`src/rtl/block_ram_arbiter_pkg.sv`:
```
// rtl/block_ram_arbiter_pkg.sv - shared side encoding for the block RAM arbiter
package block_ram_arbiter_pkg;

  typedef enum logic {
    SIDE_A = 1'b0,
    SIDE_B = 1'b1
  } side_t;

  function automatic side_t other_side(side_t s);
    return (s == SIDE_A) ? SIDE_B : SIDE_A;
  endfunction

endpackage

```
`src/rtl/block_ram_arbiter_if.sv`:
```
// rtl/block_ram_arbiter_if.sv - one requester's read/write handshake bundle
interface block_ram_arbiter_if #(
  parameter int WORD_WIDTH    = 32,
  parameter int ADDRESS_WIDTH = 10
);

  logic                     write_request;
  logic [ADDRESS_WIDTH-1:0] write_address;
  logic [WORD_WIDTH-1:0]    write_data;
  logic                     write_grant;
  logic                     read_request;
  logic [ADDRESS_WIDTH-1:0] read_address;
  logic                     read_grant;
  logic                     read_valid;

  modport master (
    output write_request, write_address, write_data, read_request, read_address,
    input  write_grant, read_grant, read_valid
  );

  modport slave (
    input  write_request, write_address, write_data, read_request, read_address,
    output write_grant, read_grant, read_valid
  );

endinterface

```
`src/rtl/block_ram_arbiter_rr_burst_arbiter.sv`:
```
// rtl/block_ram_arbiter_rr_burst_arbiter.sv - two-way round-robin arbiter with a burst cap
module rr_burst_arbiter
  import block_ram_arbiter_pkg::*;
#(
  parameter int MAX_BURST = 4
) (
  input  logic clock,
  input  logic reset,
  input  logic request_a,
  input  logic request_b,
  output logic grant_a,
  output logic grant_b
);

  localparam int CW = $clog2(MAX_BURST + 1);
  localparam logic [CW-1:0] CAP = CW'(MAX_BURST);

  side_t         prio, prio_next;
  side_t         last, last_next;
  logic [CW-1:0] count, count_next;
  side_t         winner;
  logic          any;

  always_comb begin
    grant_a    = 1'b0;
    grant_b    = 1'b0;
    winner     = SIDE_A;
    any        = 1'b0;
    prio_next  = prio;
    last_next  = last;
    count_next = count;
    if (!reset) begin
      any = request_a | request_b;
      if (request_a && request_b) begin
        winner = prio;
        // a prio side that has exhausted its run yields to the waiting side
        if (prio == last && count == CAP) winner = other_side(prio);
      end else if (request_b) begin
        winner = SIDE_B;
      end
      grant_a = any && (winner == SIDE_A);
      grant_b = any && (winner == SIDE_B);
    end
    if (any) begin
      count_next = (last == winner) ? ((count == CAP) ? CAP : count + 1'b1) : CW'(1);
      last_next  = winner;
      prio_next  = other_side(winner);
    end else begin
      count_next = '0;
    end
  end

  always_ff @(posedge clock) begin
    if (reset) begin
      prio  <= SIDE_A;
      last  <= SIDE_A;
      count <= '0;
    end else begin
      prio  <= prio_next;
      last  <= last_next;
      count <= count_next;
    end
  end

endmodule

```
`src/rtl/block_ram_arbiter.sv`:
```
// rtl/block_ram_arbiter.sv - shares one simple dual-port block RAM between requesters A and B
module block_ram_arbiter
  import block_ram_arbiter_pkg::*;
#(
  parameter int WORD_WIDTH    = 32,
  parameter int ADDRESS_WIDTH = 10,
  parameter int MAX_BURST     = 4
) (
  input  logic                     clock,
  input  logic                     reset,
  block_ram_arbiter_if.slave       a,
  block_ram_arbiter_if.slave       b,
  output logic [WORD_WIDTH-1:0]    read_data,
  output logic                     ram_write,
  output logic [ADDRESS_WIDTH-1:0] ram_write_address,
  output logic [WORD_WIDTH-1:0]    ram_write_data,
  output logic [ADDRESS_WIDTH-1:0] ram_read_address,
  input  logic [WORD_WIDTH-1:0]    ram_read_data
);

  logic  write_grant_a, write_grant_b;
  logic  read_grant_a, read_grant_b;
  logic  read_valid_a, read_valid_b;
  side_t write_side, read_side;

  rr_burst_arbiter #(.MAX_BURST(MAX_BURST)) write_arb (
    .clock     (clock),
    .reset     (reset),
    .request_a (a.write_request),
    .request_b (b.write_request),
    .grant_a   (write_grant_a),
    .grant_b   (write_grant_b)
  );

  rr_burst_arbiter #(.MAX_BURST(MAX_BURST)) read_arb (
    .clock     (clock),
    .reset     (reset),
    .request_a (a.read_request),
    .request_b (b.read_request),
    .grant_a   (read_grant_a),
    .grant_b   (read_grant_b)
  );

  assign a.write_grant = write_grant_a;
  assign b.write_grant = write_grant_b;
  assign a.read_grant  = read_grant_a;
  assign b.read_grant  = read_grant_b;
  assign a.read_valid  = read_valid_a;
  assign b.read_valid  = read_valid_b;
  assign read_data     = ram_read_data;

  // idle ports leave the RAM pointed at side A
  always_comb begin
    write_side        = write_grant_b ? SIDE_B : SIDE_A;
    read_side         = read_grant_b ? SIDE_B : SIDE_A;
    ram_write         = write_grant_a | write_grant_b;
    ram_write_address = (write_side == SIDE_B) ? b.write_address : a.write_address;
    ram_write_data    = (write_side == SIDE_B) ? b.write_data : a.write_data;
    ram_read_address  = (read_side == SIDE_B) ? b.read_address : a.read_address;
  end

  always_ff @(posedge clock) begin
    if (reset) begin
      read_valid_a <= 1'b0;
      read_valid_b <= 1'b0;
    end else begin
      read_valid_a <= read_grant_a;
      read_valid_b <= read_grant_b;
    end
  end

endmodule

```
`src/flat_wrapper.sv`:
```
// flat-port wrapper written by rule: the top's interface ports become plain ports
module block_ram_arbiter_flat import block_ram_arbiter_pkg::*;
#(
  parameter int WORD_WIDTH    = 32,
  parameter int ADDRESS_WIDTH = 10,
  parameter int MAX_BURST     = 4
)
  (clock, reset, read_data, ram_write, ram_write_address, ram_write_data, ram_read_address, ram_read_data, a_write_request, a_write_address, a_write_data, a_read_request, a_read_address, a_write_grant, a_read_grant, a_read_valid, b_write_request, b_write_address, b_write_data, b_read_request, b_read_address, b_write_grant, b_read_grant, b_read_valid);
  block_ram_arbiter_if #(.WORD_WIDTH(WORD_WIDTH), .ADDRESS_WIDTH(ADDRESS_WIDTH)) a_i ();
  block_ram_arbiter_if #(.WORD_WIDTH(WORD_WIDTH), .ADDRESS_WIDTH(ADDRESS_WIDTH)) b_i ();
  input  logic clock;
  input  logic reset;
  output logic [WORD_WIDTH-1:0] read_data;
  output logic ram_write;
  output logic [ADDRESS_WIDTH-1:0] ram_write_address;
  output logic [WORD_WIDTH-1:0] ram_write_data;
  output logic [ADDRESS_WIDTH-1:0] ram_read_address;
  input  logic [WORD_WIDTH-1:0] ram_read_data;
  input wire logic [$bits(a_i.write_request)-1:0] a_write_request;
  input wire logic [$bits(a_i.write_address)-1:0] a_write_address;
  input wire logic [$bits(a_i.write_data)-1:0] a_write_data;
  input wire logic [$bits(a_i.read_request)-1:0] a_read_request;
  input wire logic [$bits(a_i.read_address)-1:0] a_read_address;
  output wire logic [$bits(a_i.write_grant)-1:0] a_write_grant;
  output wire logic [$bits(a_i.read_grant)-1:0] a_read_grant;
  output wire logic [$bits(a_i.read_valid)-1:0] a_read_valid;
  input wire logic [$bits(b_i.write_request)-1:0] b_write_request;
  input wire logic [$bits(b_i.write_address)-1:0] b_write_address;
  input wire logic [$bits(b_i.write_data)-1:0] b_write_data;
  input wire logic [$bits(b_i.read_request)-1:0] b_read_request;
  input wire logic [$bits(b_i.read_address)-1:0] b_read_address;
  output wire logic [$bits(b_i.write_grant)-1:0] b_write_grant;
  output wire logic [$bits(b_i.read_grant)-1:0] b_read_grant;
  output wire logic [$bits(b_i.read_valid)-1:0] b_read_valid;
  assign a_i.write_request = a_write_request;
  assign a_i.write_address = a_write_address;
  assign a_i.write_data = a_write_data;
  assign a_i.read_request = a_read_request;
  assign a_i.read_address = a_read_address;
  assign a_write_grant = a_i.write_grant;
  assign a_read_grant = a_i.read_grant;
  assign a_read_valid = a_i.read_valid;
  assign b_i.write_request = b_write_request;
  assign b_i.write_address = b_write_address;
  assign b_i.write_data = b_write_data;
  assign b_i.read_request = b_read_request;
  assign b_i.read_address = b_read_address;
  assign b_write_grant = b_i.write_grant;
  assign b_read_grant = b_i.read_grant;
  assign b_read_valid = b_i.read_valid;
  block_ram_arbiter #(.WORD_WIDTH(WORD_WIDTH), .ADDRESS_WIDTH(ADDRESS_WIDTH), .MAX_BURST(MAX_BURST)) u_core (.clock(clock), .reset(reset), .a(a_i), .b(b_i), .read_data(read_data), .ram_write(ram_write), .ram_write_address(ram_write_address), .ram_write_data(ram_write_data), .ram_read_address(ram_read_address), .ram_read_data(ram_read_data));
endmodule
```
`config.mk`:
```
export PLATFORM = sky130hd
export DESIGN_NAME = block_ram_arbiter_flat
export DESIGN_NICKNAME = d
export VERILOG_FILES = /design/src/rtl/block_ram_arbiter_pkg.sv /design/src/rtl/block_ram_arbiter_if.sv /design/src/rtl/block_ram_arbiter_rr_burst_arbiter.sv /design/src/rtl/block_ram_arbiter.sv /design/src/flat_wrapper.sv
export SDC_FILE = /design/constraint.sdc
export NUM_CORES = 1
export LEC_CHECK = 0
export ABC_AREA = 1
export CORE_AREA = 2 2 89 91
export CTS_CLUSTER_SIZE = 20
export DETAILED_ROUTE_END_ITERATION = 10
export DIE_AREA = 0 0 91 93
export PLACE_DENSITY = 0.73
export SLEW_MARGIN = 40
export SYNTH_ARGS = -nofsm -noshare
export SYNTH_HDL_FRONTEND = slang
export SYNTH_SLANG_ARGS = --single-unit
```
`constraint.sdc`:
```
create_clock -name clock -period 2 [get_ports clock]
set_input_delay 0.4 -clock clock [delete_from_list [all_inputs] [get_ports clock]]
set_output_delay 0.4 -clock clock [all_outputs]
set_load 0.05 [all_outputs]
```
==> results of run 1 <==
## worst max-delay path: cells and delay by family, from the launching register on
family	cells	cell delay, ps
buffers and inverters	4	640
AND/OR/NAND/NOR	5	400
flip-flops	1	320
adder cells (fa/ha/maj)	1	160
## final timing paths
path | from | endpoint | slack [ps]
max | u_core.write_arb.count[0]$_SDFF_PP0_ | ram_write_data[26] | -160
min | u_core.write_arb.last$_SDFFE_PP0N_ | u_core.write_arb.last$_SDFFE_PP0N_ | 480
max reg2reg | u_core.write_arb.count[0]$_SDFF_PP0_ | u_core.write_arb.count[1]$_SDFF_PP0_ | 530
min reg2reg | u_core.write_arb.last$_SDFFE_PP0N_ | u_core.write_arb.last$_SDFFE_PP0N_ | 480
## stage by stage
step           hold slack [ps]  worst slack, ps  TNS (ps)
3_3_place_gp               469             -178     -7620
2_1_floorplan              452             56.3         0
4_1_cts                    480             -157     -6120
6_report                   479             -155     -6480
5_1_grt                    522             -238    -11610
3_5_place_dp               471             -182     -7880
## registers in the layout (all words and copies together) (netlist names)
| name | cells |
|---|---|
| u_core.read_arb.prio | 1 |
| u_core.write_arb.prio | 1 |
| u_core.a.read_valid | 1 |
| u_core.read_arb.count | 3 |
| u_core.write_arb.last | 1 |
| u_core.read_arb.last | 1 |
| u_core.write_arb.count | 3 |
| u_core.b.read_valid | 1 |
## cell usage after synthesis
cell / n
nor2_1: 9
nand4_1: 2
nand2_1: 169
nand3_1: 11
inv_1: 13
nand3_4: 1
buf_2: 1
dfxtp_1: 12
ha_1: 4
o21ai_0: 5
nand3b_1: 1
inv_2: 1
nand3_2: 2
buf_4: 36
buf_6: 5
a21oi_1: 2
inv_4: 1
## routing by layer
layer  up-vias  part of all wire (%)  GRT usage [%]
met5         -                     0              0
met4         0                   1.2           3.91
met3        10                   9.8           7.01
met2       135                    57           39.8
met1      1108                    32           17.3
li1       1137                     -              -
## cells by family after synthesis
kind of cell	count (synthesis)
adders and majority gates	4
and+or+nand+nor	195
DFF	12
AOI/OAI and AO/OA	7
buffers and inverters	57
## power groups by stage
stage          sequential, mW  combinational (mW)  clock [mW]
2_1_floorplan           0.277               0.734           0
3_3_place_gp            0.268                1.31           0
3_5_place_dp            0.270                1.32           0
4_1_cts                 0.267                1.54       0.269
5_1_grt                 0.271                1.64       0.284
6_report                0.269                1.58       0.265
## area by class of cell
cell class	count	area, sq um	share of cell area, %
Timing Repair Buffer	205	2760	58.4
Inverter	15	72.6	1.54
Timing Repair inverter	2	18.8	0.398
Clock buffer	4	55.1	1.17
Tap cell	102	128	2.71
Sequential cell	12	245	5.20
Multi-Input combinational cell	206	1440	30.6
## repair_timing
action | 4_1_cts | 5_1_grt
setup endpoints to repair | 57 | 57
setup buffers | 10 | 4
pin swaps | 24 | 16
hold buffers | 0 | 0
resized for setup | 176 | 19
cloned | 6 | 3
==> results.sh, run 1 <==
export IMPL_area_growth_pct=215
export IMPL_relSlewSlack_pct=55.1
export IMPL_gr_total_overflow=0
export IMPL_hold_class="reg -> reg"
export IMPL_drc=0
export IMPL_hold_viol_final=0
export IMPL_p_seq_share_pct=12.7
export IMPL_gp_congestion=0.732
export IMPL_cts_root_buf="clkbuf_8"
export IMPL_dieHeight_microns=93
export IMPL_status="finished, violations left"
export IMPL_fin_cells=546
export IMPL_hold_depth=2
export IMPL_ys_seq_area_share_pct=16.1
export IMPL_p_clk_share_pct=12.5
export IMPL_placed_cells=521
export IMPL_syn_nets=421
export IMPL_cp_max_fo=7
export IMPL_synth_top_family_by_area="simple AND/OR/NAND/NOR gates"
export IMPL_synth_cells=275
export IMPL_share_comb_of_total_power_pct=74.8
export IMPL_setup_viol_count_final=57
export IMPL_synth_area_sq_um=1500
export IMPL_grt_pass1_vias=2635
export IMPL_fillCellCount=572
export IMPL_postLayoutCoreUtil_pct=62.6
export IMPL_ant_nets=0
export IMPL_coreArea_sq_um=7530
export IMPL_grt_pass1_wl_microns=13000
export IMPL_violations="negative setup slack"
export IMPL_clock_sinks=12
export IMPL_syn_area_per_cell_sq_um=5.44
export IMPL_arrival_ps=1760
export IMPL_powerDensity_nw_per_um2=448
export IMPL_grt_max_degree=16
export IMPL_placedInstanceArea_sq_um=3750
export IMPL_setup_slack_ps=-155
export IMPL_hpwl_microns=5600
export IMPL_cpPeakStageDelay_ps=320
export IMPL_final_nets=591
export IMPL_firstDrtPassIters=4
export IMPL_grt_usage_pct=19.1
export IMPL_yosys_register_bits=12
export IMPL_layout_common_cells="clkdlybuf4s50_1 (107), nand2_2 (76), buf_12 (60)"
export IMPL_required_ps=1600
export IMPL_slew_violations=0
export IMPL_vias=2390
export IMPL_cap_violations=0
export IMPL_rsz0062_at_grt="true"
export IMPL_synth_largest_area_cell="nand2_1"
export IMPL_numCtsBuffers=3
export IMPL_vias_per_cell=4.38
export IMPL_clk_pin_slew_ps=50
export IMPL_period_needed_ps=2160
export IMPL_ff2ff_path_depth=10
export IMPL_insertion_delay_ps=240
export IMPL_wl_per_cell_microns=15.9
export IMPL_clockBufferDepth=2
export IMPL_start_kind="flop"
export IMPL_layout_drive_gt1_share_pct=53.8
export IMPL_swShare_pct=41.6
export IMPL_critPathKind="reg -> out"
export IMPL_synth_xor_area_share_pct=0
export IMPL_synth_mux_area_share_pct=0
export IMPL_antenna_found_initial=0
export IMPL_power_mw=2.11
export IMPL_die_x_microns=91
export IMPL_cts_htree_levels=1
export IMPL_num_antenna_cells=0
export IMPL_io_pins=233
export IMPL_netlist_area_leader_share_pct=42.4
export IMPL_portBuffers=168
export IMPL_worst_path_max_delay_cell="dfxtp_2"
export IMPL_cts_tree="built"
export IMPL_finClkSkew_ps=1.59
export IMPL_start_util_pct=19.9
export IMPL_design_area_sq_um=4720
export IMPL_ir_drop_uv=365
export IMPL_max_freq_mhz=464
export IMPL_ys_types=17
export IMPL_yosysWarnings=0
export IMPL_layout_commonest_cell="clkdlybuf4s50_1"
export IMPL_power_leakage_nw=2.14
export IMPL_synth_compound_area_share_pct=2.34
export IMPL_crit_path_end_kind="output port"
export IMPL_worst_pin_slew_ps=667
export IMPL_wl_microns=8680
export IMPL_dieArea_sq_um=8460
export IMPL_rows=32
export IMPL_fin_crit_sh_pct=108
export IMPL_synth_simple_area_share_pct=52.2
export IMPL_crit_chain="inv_2, ha_4, nand3_2, nand3_2, nand3_4, buf_6, bufbuf_16, nand2_2, nand2_2, buf_12"
export IMPL_synth_area_top_cells="nand2_1 (42%), buf_4 (18%), dfxtp_1 (16%)"
export IMPL_synthAdderAreaFrac_pct=3.34
export IMPL_initialDrtViolationCount=39
export IMPL_p_switching_uw=879
export IMPL_internal_power_mw=1.23
No activity file was read; power rests on OpenSTA's default activity.
==> run 2: changes to the inputs <==
--- a/config.mk
+++ b/config.mk
@@ -12,3 +12,5 @@
 export DIE_AREA = 0 0 91 93
+export GPL_TIMING_DRIVEN = 1
 export PLACE_DENSITY = 0.73
+export SETUP_SLACK_MARGIN = 0.2
 export SLEW_MARGIN = 40
==> constraint.sdc (replaced) <==
create_clock -name clock -period 2 [get_ports clock]
set_input_delay 0.2 -clock clock [delete_from_list [all_inputs] [get_ports clock]]
set_output_delay 0.2 -clock clock [all_outputs]
set_load 0.05 [all_outputs]
==> run 2 against run 1 <==
  * The flow still finishes with violations (negative setup slack)
  * First-iteration DRC count down 31%
  * Hold slack lost 79 ps
  * Clock skew rose by 1.0 ps
  * Largest power group unchanged
==> results.sh, run 2 (synthesis results as in run 1) <==
export IMPL_design_area_sq_um=4870
export IMPL_numCtsBuffers=3
export IMPL_cts_htree_levels=1
export IMPL_final_nets=594
export IMPL_reg_largest_list="u_core.read_arb.count (3), u_core.write_arb.count (3)"
export IMPL_clockBufferDepth=2
export IMPL_clock_sinks=12
export IMPL_fillCellCount=578
export IMPL_antenna_found_initial=0
export IMPL_setup_slack_ps=-44.6
export IMPL_gr_total_overflow=0
export IMPL_relSlewSlack_pct=65.5
export IMPL_placedInstanceArea_sq_um=3640
export IMPL_drc=0
export IMPL_vias=2427
export IMPL_crit_path_end_kind="output port"
export IMPL_die_x_microns=91
export IMPL_layout_common_cells="clkdlybuf4s50_1 (111), nand2_2 (65), buf_12 (62)"
export IMPL_max_freq_mhz=489
export IMPL_rows=32
export IMPL_arrival_ps=1840
export IMPL_power_mw=2.16
export IMPL_grt_pass1_wl_microns=12300
export IMPL_num_antenna_cells=0
export IMPL_power_leakage_nw=2.28
export IMPL_slew_violations=0
export IMPL_postLayoutCoreUtil_pct=64.7
export IMPL_fin_setup_tns_ps=-587
export IMPL_portBuffers=168
export IMPL_initialDrtViolationCount=27
export IMPL_wl_microns=9130
export IMPL_required_ps=1800
export IMPL_gp_congestion=0.741
export IMPL_grt_pass1_vias=2436
export IMPL_start_util_pct=19.9
export IMPL_coreArea_sq_um=7530
export IMPL_cts_root_buf="clkbuf_8"
export IMPL_vias_per_cell=4.42
export IMPL_clk_pin_slew_ps=50
export IMPL_fin_cells=549
export IMPL_cts_tree="built"
export IMPL_cp_max_fo=6
export IMPL_worst_pin_slew_ps=515
export IMPL_io_pins=233
export IMPL_period_needed_ps=2040
export IMPL_wl_per_cell_microns=16.6
export IMPL_cap_violations=0
export IMPL_violations="negative setup slack"
export IMPL_whs_ps=400
export IMPL_dieHeight_microns=93
export IMPL_ir_drop_uv=277
export IMPL_dieArea_sq_um=8460
export IMPL_firstDrtPassIters=4
export IMPL_ant_nets=0
export IMPL_layout_commonest_cell="clkdlybuf4s50_1"
export IMPL_hold_class="in -> out"
export IMPL_hpwl_microns=5530
export IMPL_insertion_delay_ps=240
export IMPL_area_growth_pct=226
export IMPL_grt_usage_pct=18.0
export IMPL_dp_slack_ps=153
export IMPL_placed_cells=509
export IMPL_hold_viol_final=0
export IMPL_powerDensity_nw_per_um2=444
export IMPL_fin_crit_sh_pct=102
export IMPL_grt_max_degree=23
export IMPL_start_kind="flop"
export IMPL_rsz0062_at_grt="true"
export IMPL_setup_viol_count_final=29
export IMPL_layout_drive_gt1_share_pct=55.0
export IMPL_critPathKind="reg -> out"
export IMPL_status="finished, violations left"
export IMPL_finClkSkew_ps=2.63
[run 2: changes by cell type in the layout (fill, tap and decap cells not counted), sizes merged]
cell           delta
clkdlybuf4s50     +4
dlygate4sd2       -4
buf               +4
inv               -2
clkinv            +1
clkbuf            +1
bufbuf            -1
[run 2: final cells by class]
| type | count | area, sq um | area share, % |
|---|---|---|---|
| sequential | 12 | 245 | 5.03 |
| multi-input combinational | 206 | 1530 | 31.4 |
| inverter | 15 | 72.6 | 1.49 |
| tap | 102 | 128 | 2.62 |
| timing repair buffer | 209 | 2830 | 58.2 |
| timing repair inverter | 1 | 7.51 | 0.154 |
| clock buffer | 4 | 55.1 | 1.13 |
[run 2: worst max-delay path, cell delays in order (launching register included)]
cell	delay, ps
dfxtp_2	320
inv_2	70
ha_4	150
nand2_4	50
nand2_2	60
nand3_2	100
nand3_4	90
buf_6	130
clkinv_8	70
buf_12	130
clkbuf_16	160
nand2_2	70
nand2_2	60
buf_12	140
[run 2: where the power goes]
group,internal [mW],switching (mW)
Clock,0.174,0.0894
Sequential,0.257,0.0103
Combinational,0.828,0.805
Total,1.26,0.905
[run 2: final timing paths]
check / startpoint / end / slack, ps / depth (start not counted)
worst max-delay path: u_core.write_arb.count[0]$_SDFF_PP0_ / ram_write_data[3] / -40 / 13
worst min-delay path: ram_read_data[22] / read_data[22] / 400 / 0
worst max register to register: u_core.write_arb.count[0]$_SDFF_PP0_ / u_core.write_arb.prio$_SDFFE_PP0N_ / 360 / 12
worst min register to register: u_core.read_arb.last$_SDFFE_PP0N_ / u_core.read_arb.last$_SDFFE_PP0N_ / 490 / 2
[run 2: layer usage]
layer | global-route usage, % | wire length (microns)
met5 | 0 | 0
met4 | 3.79 | 195
met3 | 4.92 | 721
met2 | 37.7 | 5260
met1 | 17.3 | 2950
[run 2: what timing repair did]
item | CTS | global route
endpoints found under the setup margin | 56 | 56
hold endpoints to repair | 0 | 0
gates resized for setup | 104 | 103
hold buffers | 0 | 0
setup buffers | 19 | 6
cloned | 7 | 4
pin swaps | 17 | 25
